[src/rtl/param_bound_counter.sv]
// Bounded up/down counter with runtime [lo, hi] bounds and four modes: saturate-up, wrap-up,
// ping-pong and saturate-down. Also provides a synchronous load, tc pulse and sticky done flag.
module param_bound_counter #(
  parameter int unsigned WIDTH   = 8,
  parameter int unsigned RST_VAL = 5
) (
  input  logic             clck,
  input  logic             rst,
  input  logic             en,
  input  logic             load,
  input  logic [WIDTH-1:0] load_val,
  input  logic [WIDTH-1:0] lo,
  input  logic [WIDTH-1:0] hi,
  input  logic [1:0]       mode,
  output logic [WIDTH-1:0] count,
  output logic             dir,
  output logic             tc,
  output logic             done,
  output logic             cfg_err
);

  typedef enum logic [1:0] {
    ModeSatUp    = 2'b00,
    ModeWrapUp   = 2'b01,
    ModePingPong = 2'b10,
    ModeSatDown  = 2'b11
  } mode_e;

  logic [WIDTH-1:0] count_q, count_d;
  logic             dir_q, dir_d;
  logic             tc_q, tc_d;
  logic             done_q, done_d;
  mode_e            mode_q;
  mode_e            mode_cur;
  logic [WIDTH-1:0] cnt_inc, cnt_dec;
  logic             mode_chg;

  assign mode_cur = mode_e'(mode);
  assign cnt_inc  = count_q + 1'b1;
  assign cnt_dec  = count_q - 1'b1;
  assign mode_chg = (mode_cur != mode_q);
  assign cfg_err  = (lo >= hi);

  always_comb begin
    count_d = count_q;
    dir_d   = dir_q;
    tc_d    = 1'b0;
    done_d  = done_q;

    if (load) begin
      count_d = load_val;
      done_d  = 1'b0;
      dir_d   = (mode_cur != ModeSatDown);
    end else begin
      // done is scoped to a mode; entering sat-down also forces the down direction.
      if (mode_chg) begin
        done_d = 1'b0;
        if (mode_cur == ModeSatDown) dir_d = 1'b0;
      end

      if (en && !cfg_err) begin
        unique case (mode_cur)
          ModeSatUp: begin
            if (count_q < hi) begin
              count_d = cnt_inc;
              if (cnt_inc == hi) begin
                tc_d   = 1'b1;
                done_d = 1'b1;
              end
            end else begin
              done_d = 1'b1;
            end
          end
          ModeWrapUp: begin
            if (count_q < hi) begin
              count_d = cnt_inc;
            end else begin
              count_d = lo;
              tc_d    = 1'b1;
            end
          end
          ModePingPong: begin
            if (dir_q) begin
              if (count_q < hi) begin
                count_d = cnt_inc;
              end else begin
                count_d = cnt_dec;
                dir_d   = 1'b0;
                tc_d    = 1'b1;
              end
            end else begin
              if (count_q > lo) begin
                count_d = cnt_dec;
              end else begin
                count_d = cnt_inc;
                dir_d   = 1'b1;
                tc_d    = 1'b1;
              end
            end
          end
          ModeSatDown: begin
            if (count_q > lo) begin
              count_d = cnt_dec;
              if (cnt_dec == lo) begin
                tc_d   = 1'b1;
                done_d = 1'b1;
              end
            end else begin
              done_d = 1'b1;
            end
          end
          default: ;
        endcase
      end
    end
  end

  always_ff @(posedge clck or posedge rst) begin
    if (rst) begin
      count_q <= WIDTH'(RST_VAL);
      dir_q   <= 1'b1;
      tc_q    <= 1'b0;
      done_q  <= 1'b0;
      mode_q  <= ModeSatUp;
    end else begin
      count_q <= count_d;
      dir_q   <= dir_d;
      tc_q    <= tc_d;
      done_q  <= done_d;
      mode_q  <= mode_cur;
    end
  end

  assign count = count_q;
  assign dir   = dir_q;
  assign tc    = tc_q;
  assign done  = done_q;

endmodule
[config.mk]
export PLATFORM = sky130hd
export DESIGN_NAME = param_bound_counter
export DESIGN_NICKNAME = d
export VERILOG_FILES = /design/src/rtl/param_bound_counter.sv
export SDC_FILE = /design/constraint.sdc
export NUM_CORES = 1
export LEC_CHECK = 0
export ABC_AREA = 1
export CAP_MARGIN = 0
export CORE_UTILIZATION = 58
export CTS_CLUSTER_SIZE = 25
export DETAILED_ROUTE_END_ITERATION = 6
export HOLD_SLACK_MARGIN = 0.08
export PLACE_DENSITY = 0.87
export SETUP_SLACK_MARGIN = 0.4
export SLEW_MARGIN = 10
export SYNTH_ARGS = -nofsm -noshare
export SYNTH_HDL_FRONTEND = slang
export SYNTH_SLANG_ARGS = --single-unit
[constraint.sdc]
create_clock -name clck -period 4.4 [get_ports clck]
set_input_delay 0.44 -clock clck [delete_from_list [all_inputs] [get_ports clck]]
set_output_delay 0.44 -clock clck [all_outputs]
set_load 0.05 [all_outputs]
### After elaboration in Yosys (flattened, before gate mapping)

Cells that the tools add are included.

* logic and storage cells: 59
* bits of input ports: 30
* output and inout bits: 12
* register bits: 13

* multiplexer cells: 35
* reductions and logical operators: 5
* equal/unequal tests: 9
* add/subtract/negate cells: 2
* magnitude comparators: 3

Operator list (number)
* 8-bit 2-to-1 mux: 8
* 8-bit one-hot mux with 4 select lines: 1
* 1-bit 2-to-1 mux: 24
* 8-bit == test: 2
* 8-bit by 1-bit adder with 8-bit output (second input constant): 1
* 8-bit greater-or-equal comparator: 1
* 8-bit > comparator: 1
* 8-bit less-than comparator: 1
* 8-bit by 1-bit subtractor with 8-bit output (second input constant): 1
* 2-bit == test (second input constant): 2
* 1-bit one-hot mux with 4 select lines: 1
* 3-bit by 2-bit != test with 1-bit output (second input constant): 1
* 3-bit != test (second input constant): 1
* 3-bit AND reduction: 1
* 2-bit by 1-bit == test with 1-bit output (second input constant): 1
* 2-bit logical NOT: 1
* 2-bit != test: 1
* 2-bit != test (second input constant): 1
* 1-bit one-hot mux with 2 select lines: 1
* 2-bit nonzero test: 1
* 1-bit logical AND: 1
* 1-bit logical NOT: 1

### Logic depth before layout (Yosys ltp)

Gate-level depths: netlist of the first run.

* word-level depth: 8
* mapped depth: 18
* depth with buffers taken out: 18

### Least setup slack after synthesis of the first run

OpenSTA, ideal clock, no wires.

* kind: register to register
* start: register count_q[5], in the netlist count[5]
* end: register count_q[4], in the netlist count[4]
* clock period less this slack: 2251 ps
* stages on the path, launching flop included: 12
* path slack: 2149 ps
* library setup time: 123 ps
* data required time: 4277 ps
* arrival: 2128 ps
* buffers on the path: 0
* cells stage by stage: dfrtp_1 -> ha_1 -> a21oi_1 -> nor2_1 -> nor2_2 -> nand2_2 -> nand2_1 -> nand2_1 -> o21ai_4 -> inv_2 -> a22oi_1 -> nand2_1

* word-level cells in the longest chain between the ends: 6
* elaborated cells between the ends (all ways): 12
* those cells by class: order compare: 2; eq/ne: 2; mux: 7; reduce/logical: 1

RTL lines
* start: declaration: RTL line 29 `logic [WIDTH-1:0] count_q, count_d;`
* start signal: assignment: RTL line 120 `count_q <= WIDTH'(RST_VAL);`
* start signal: assignment: RTL line 126 `count_q <= count_d;`
* 8-bit > comparator or 8-bit less-than comparator (tied branches)
* 8-bit 2-to-1 mux, on equally long branches: RTL line 92, 84
* 8-bit 2-to-1 mux: RTL line 83 `if (dir_q) begin`
* 8-bit one-hot mux with 4 select lines: RTL line 62 `unique case (mode_cur)`
* 8-bit 2-to-1 mux: RTL line 61 `if (en && !cfg_err) begin`
* 8-bit 2-to-1 mux: RTL line 50 `if (load) begin`

Several ways; a longest one is shown, not always the timed one. The select of a mux whose other input is x is not followed.
A chain may end at the register's enable or synchronous reset.

### Final worst setup path of the first run

* start: input hi[7]
* end: output cfg_err

* word-level cells in the longest chain between the ends: 1

RTL lines
* start: declaration: RTL line 13 `input logic [WIDTH-1:0] hi,`
* 8-bit greater-or-equal comparator: RTL line 42 `assign cfg_err = (lo >= hi);`
* end: declaration: RTL line 19 `output logic cfg_err`

No other way between the ends.

==> results.toml, run 1 <==
[cells_and_area]
area_growth_pct = 19.8
final_cell_mix = "nand2_1, inv_1, clkdlybuf4s50_1"
layout.cells.most_common = "nand2_1"
multiInputGateArea_um2 = 1760
diodes = 0
register_area_um2 = 329
final.fill_count = 351
layout.cells.non_filler = 486
layout.nets = 499
fin_area_um2 = 2840
drive_gt1_frac = 0.0890

[global_routing]
grt_max_degree = 16
grt_pass1_vias = 2551
overflow = 0
grt_use_total = 0.349
grt_pass1_wl_um = 11600
antenna_found_initial = 0

[floorplan]
die_x_um = 65.9
die_area_um2 = 4340
core-area_um2 = 3800
rows = 22
pin_count = 42
start_util = 0.624
die_h_um = 65.9

[cts]
ctsHoldBuffers = 0
cts-root-buf = "clkbuf_8"
cts.repair.resized = 0
h-tree-depth = 1
cts_sinks = 13
post_cts_buffers = 0
clock_path_buffers = 2
cts_inserted_buffers = 3
cts_tree = "done"
clkTransAtPathRegs_ns = 0.06
insertion_delay_ns = 0.25

[critical_path]
path_class = "input port to output port"
critPathBufInv = 3
worstPathCellList = "clkdlybuf4s50_1, inv_1, ha_1, nand2_1, nor2_1, nand4_1, nand3_1, clkdlybuf4s50_1"
cp_slowest_cell = "clkdlybuf4s50_1"
slowest_delay_ns = 0.79
required_ns = 3.96
start_kind = "input port"
cp-end-kind = "output port"
cp_common_cell = "clkdlybuf4s50_1"
critical_path.top_delay_family = "buffers and inverters"
cp.arrival_ns = 2.62
crit_fanout = 3

[sta]
slew_violations = 0
max_slew_margin = 0.613
finalHoldViolations = 0
rsz0062_at_grt = "false"
clock_skew_ns = 0.00338
worst_pin_slew_ns = 0.580
period_needed_ns = 3.06
tns_ns = 0
fin_crit_sh = 0.696
setup_viol = 0
whs_ns = 0.526
max_freq_mhz = 327

[placed_design]
dp.cells = 482
io_buffers = 41
gp_congestion = 0.936
dpl_cell_area_um2 = 2790
dpl.hpwl_um = 5520

[synthesis]
synth_area_um2 = 2370
synth_cell_types = 39
ys_ff_latch = 13
yosysSeqAreaShare = 0.139
synth_top_area_cell = "nand2_1"
ys_warn_count = 0
synth_edf_count = 0
async_flop_share = 1.00
synthesis.instances = 401
yosysTopAreaCellShare = 0.212
netlist_top_cells_area = "nand2_1, ha_1, dfrtp_1"
synthesis.nets = 461
synth-main-ff-cell = "dfrtp_1"
avgSynthCellArea_um2 = 5.91

[power]
p_per_area_nw_per_um2 = 319
power.internal_mw = 0.413
leakagePower_nw = 1.53
p_seq_frac = 0.214
p_sw_frac = 0.544
switchingPower_mw = 0.491
power_frac_comb = 0.667
clock_power_share = 0.120
vdd_drop_max_mv = 0.241

[routing]
dr.pass1.iters = 6
drc_errors = 0
vias = 2768
via_per_inst = 5.70
drtAntennaViolNets = 0
routed_wirelength_um = 6960
routedWlPerCell_um = 14.3
drt-initial-drc-count = 214

[min_path]
hp-class = "input port to asynchronous set/reset pin"

[status]
status = "complete, no violations"

[flow_run]
drv_cap = 0
power by group through the flow:
stage               Sequential, mW  Clock (mW)  Combinational, mW
global route                 0.196       0.118              0.666
floorplan                    0.228           0              0.387
finish                       0.193       0.108              0.603
detailed placement           0.194           0              0.588
global placement             0.194           0              0.576
CTS                          0.192       0.108              0.591
sequential cells by signal, summed over array words and instances, names as in the netlist:
register	count
count	8
dir	1
done	1
mode_q	2
tc	1
cell families (layout without fill, tap and decap cells):
logic type | count (synthesis) | in the layout | share of synthesized area
DFF | 13 | 13 | 0.139
xor gates and xnor gates | 6 | 6 | 0.0285
and+or+nand+nor | 241 | 241 | 0.453
buffers and inverters | 69 | 106 | 0.117
adders and majority gates | 30 | 30 | 0.158
AOI/OAI and AO/OA | 42 | 42 | 0.104
layout make-up:
| type | instances | area share |
|---|---|---|
| Multi-Input combinational cell | 319 | 0.621 |
| Tap cell | 48 | 0.0212 |
| Clock buffer | 4 | 0.0159 |
| Timing Repair Buffer | 41 | 0.145 |
| Inverter | 61 | 0.0816 |
| Sequential cell | 13 | 0.116 |
synth_stat cells, drive strengths merged (2+ instances only):
cell type / instances
a22oi: 2
nand2: 143
nand3: 42
buf: 3
nor3: 5
inv: 60
xnor2: 3
xor2: 3
o21ai: 16
nor2: 36
dfrtp: 10
ha: 30
clkbuf: 5
or2: 2
a21oi: 18
a21o: 2
nand4: 12
dfstp: 3
metal layers:
metal	track usage	share of wire	vias to the layer above
met4	0.103	0.030	0
met3	0.0552	0.090	21
met1	0.446	0.43	1232
met5	0	0	-
li1	-	-	1362
met2	0.597	0.45	153
path summary, 6_finish.rpt:
check                                            end            startpoint  slack, ns  cells past startpoint
max in group asynchronous              dir$_DFF_PP1_                   rst       3.51                      2
worst min-delay path            count[4]$_DFFE_PP0P_                   rst       0.53                      2
min in group clck               count[0]$_DFFE_PP1P_  count[0]$_DFFE_PP1P_       0.55                      2
worst max-delay path                         cfg_err                 hi[7]       1.34                      8
worst min register to register  count[0]$_DFFE_PP1P_  count[0]$_DFFE_PP1P_       0.55                      2
worst max register to register  count[6]$_DFFE_PP0P_  count[3]$_DFFE_PP0P_       1.75                     11
metrics by stage:
step | setup WS [ns] | util | total power [mW]
after CTS | 1.35 | 0.747 | 0.891
final | 1.34 | 0.747 | 0.904
after detailed placement | 1.35 | 0.735 | 0.782
after global placement | 1.42 | 0.735 | 0.770
after floorplan | 2.15 | - | 0.615
after global routing | 1.18 | 0.747 | 0.980
Power figures use the tool's default switching activity.
==> run 2, diff against run 1 <==
--- a/config.mk
+++ b/config.mk
@@ -7,11 +7,11 @@
 export LEC_CHECK = 0
 export ABC_AREA = 1
 export CAP_MARGIN = 0
-export CORE_UTILIZATION = 58
+export CORE_UTILIZATION = 54
 export CTS_CLUSTER_SIZE = 25
 export DETAILED_ROUTE_END_ITERATION = 6
 export HOLD_SLACK_MARGIN = 0.08
-export PLACE_DENSITY = 0.87
+export PLACE_DENSITY = 0.82
 export SETUP_SLACK_MARGIN = 0.4
 export SLEW_MARGIN = 10
 export SYNTH_ARGS = -nofsm -noshare
==> constraint.sdc (replaced) <==
create_clock -name clck -period 3 [get_ports clck]
set_input_delay 0.3 -clock clck [delete_from_list [all_inputs] [get_ports clck]]
set_output_delay 0.3 -clock clck [all_outputs]
set_load 0.05 [all_outputs]
==> run 2 against run 1 <==
  * Register-to-register slack got worse by 1.2 ns
  * Clock power is 44% higher
  * Worst hold slack got worse by 0.14 ns
  * Sequential share of layout area down 0.26 points
  * Critical path depth is 5 higher
  * Die area is 7.2% higher
  * Highest routed layer unchanged
==> results.toml, run 2 (synthesized netlist as in run 1, its figures left out) <==
[status]
status = "complete, no violations"

[critical_path]
cp-end-kind = "register"
start_kind = "register"
r2r-start = "count[0]$_DFFE_PP1P_"
crit_fanout = 8
cp_common_cell = "nand2_1"
slowest_delay_ns = 0.59
required_ns = 3.19
cp_slowest_cell = "dfstp_2"
worstPathCellList = "inv_2, ha_1, inv_2, nor2_1, nor3_1, nand4_1, nor2_1, nand3_2, nand2_1, nand2_1, nand3_1, nand2_1, inv_1"
timing.critical_path.from = "count[0]$_DFFE_PP1P_"
path_class = "register to register"
cp.arrival_ns = 2.64

[cells_and_area]
layout.cells.most_common = "nand2_1"
diodes = 0
drive_gt1_frac = 0.110
layout.nets = 507
area_growth_pct = 22.6
final_cell_mix = "nand2_1, inv_1, clkdlybuf4s50_1"
post-route-util = 0.705
largest_reg_flops = 8

[sta]
whs_ns = 0.385
setup_viol = 0
clock_skew_ns = 0.00442
max_freq_mhz = 407
slew_violations = 0
worst_pin_slew_ns = 0.568
finalHoldViolations = 0
fin_crit_sh = 0.819
max_slew_margin = 0.621
rsz0062_at_grt = "false"
period_needed_ns = 2.46
tns_ns = 0
setup_ws_ns = 0.543

[routing]
drtAntennaViolNets = 0
dr.pass1.iters = 5
vias = 2789
routed_wirelength_um = 7460
via_per_inst = 5.62
routedWlPerCell_um = 15.0
drt-initial-drc-count = 316
drc_errors = 0

[floorplan]
die_x_um = 68.2
start_util = 0.576
die_h_um = 68.2
pin_count = 42
core-area_um2 = 4120
rows = 23
die_area_um2 = 4660

[power]
vdd_drop_max_mv = 0.283
finalPower_mw = 1.38
leakagePower_nw = 1.57
p_per_area_nw_per_um2 = 475

[cts]
cts_tree = "done"
h-tree-depth = 1
ctsHoldBuffers = 0
clock_path_buffers = 2
cts-root-buf = "clkbuf_8"
clkTransAtPathRegs_ns = 0.06
cts_inserted_buffers = 3
insertion_delay_ns = 0.24
cts_sinks = 13

[placed_design]
pre_cts_ws_ns = 0.265
dpl.hpwl_um = 5820
io_buffers = 41
gp_congestion = 0.945

[global_routing]
grt_use_total = 0.332
grt_max_degree = 16
antenna_found_initial = 0
overflow = 0
grt_pass1_wl_um = 11400
grt_pass1_vias = 2356

[flow_run]
drv_cap = 0

[min_path]
hp-class = "input port to asynchronous set/reset pin"
==> run 2: area by class of cell <==
| type | count | area [um^2] |
|---|---|---|
| Sequential cell | 13 | 329 |
| Inverter | 61 | 231 |
| Multi-Input combinational cell | 319 | 1770 |
| Timing Repair Buffer | 49 | 468 |
| Fill cell | 367 | 1210 |
| Tap cell | 50 | 62.6 |
| Clock buffer | 4 | 45.0 |
==> run 2: final timing paths <==
| kind | end | slack (ns) | cells after the start |
|---|---|---|---|
| hold / removal | mode_q[0]$_DFF_PP0_ | 0.39 | 2 |
| hold reg to reg | count[0]$_DFFE_PP1P_ | 0.56 | 2 |
| setup reg to reg | done$_DFF_PP0_ | 0.54 | 13 |
| setup / recovery | done$_DFF_PP0_ | 0.54 | 13 |
| min in group clck | count[0]$_DFFE_PP1P_ | 0.56 | 2 |
| max in group asynchronous | count[0]$_DFFE_PP1P_ | 2.25 | 2 |
==> run 2: where the power goes <==
group	internal (mW)	switching, mW	total [mW]
combinational	0.331	0.617	0.948
clock	0.0938	0.0625	0.156
sequential	0.206	0.0676	0.274
total	0.631	0.747	1.38
==> run 2: layer usage <==
| layer | vias to the layer above | global-route usage | wire [um] | share of wire |
|---|---|---|---|---|
| li1 | 1382 | - | - | - |
| met1 | 1250 | 0.456 | 3320 | 0.44 |
| met2 | 143 | 0.564 | 3470 | 0.46 |
| met3 | 14 | 0.0433 | 606 | 0.081 |
| met4 | 0 | 0.0339 | 71 | 0.0095 |
| met5 | - | 0 | 0 | 0 |
==> run 2: critical path: cells and delay by family, from the launching register on <==
| kind | cells | cell delay (ns) |
|---|---|---|
| buffers and inverters | 3 | 0.31 |
| DFF | 1 | 0.59 |
| and+or+nand+nor | 9 | 1.07 |
| adders and majority gates | 1 | 0.42 |
==> run 2: metrics by stage <==
| stage | std cells | instance area, um^2 |
|---|---|---|
| 6_report | 496 | 2900 |
| 5_1_grt | 496 | 2900 |
| 4_1_cts | 491 | 2860 |
| 3_5_place_dp | 487 | 2820 |
| 3_3_place_gp | 487 | 2820 |
| 2_1_floorplan | 401 | 2370 |
==> run 2: what timing repair did <==
item / 4_1_cts / 5_1_grt
endpoints found under the setup margin: 0 / 11
buffers inserted: 0 / 5
resized for setup: 0 / 2
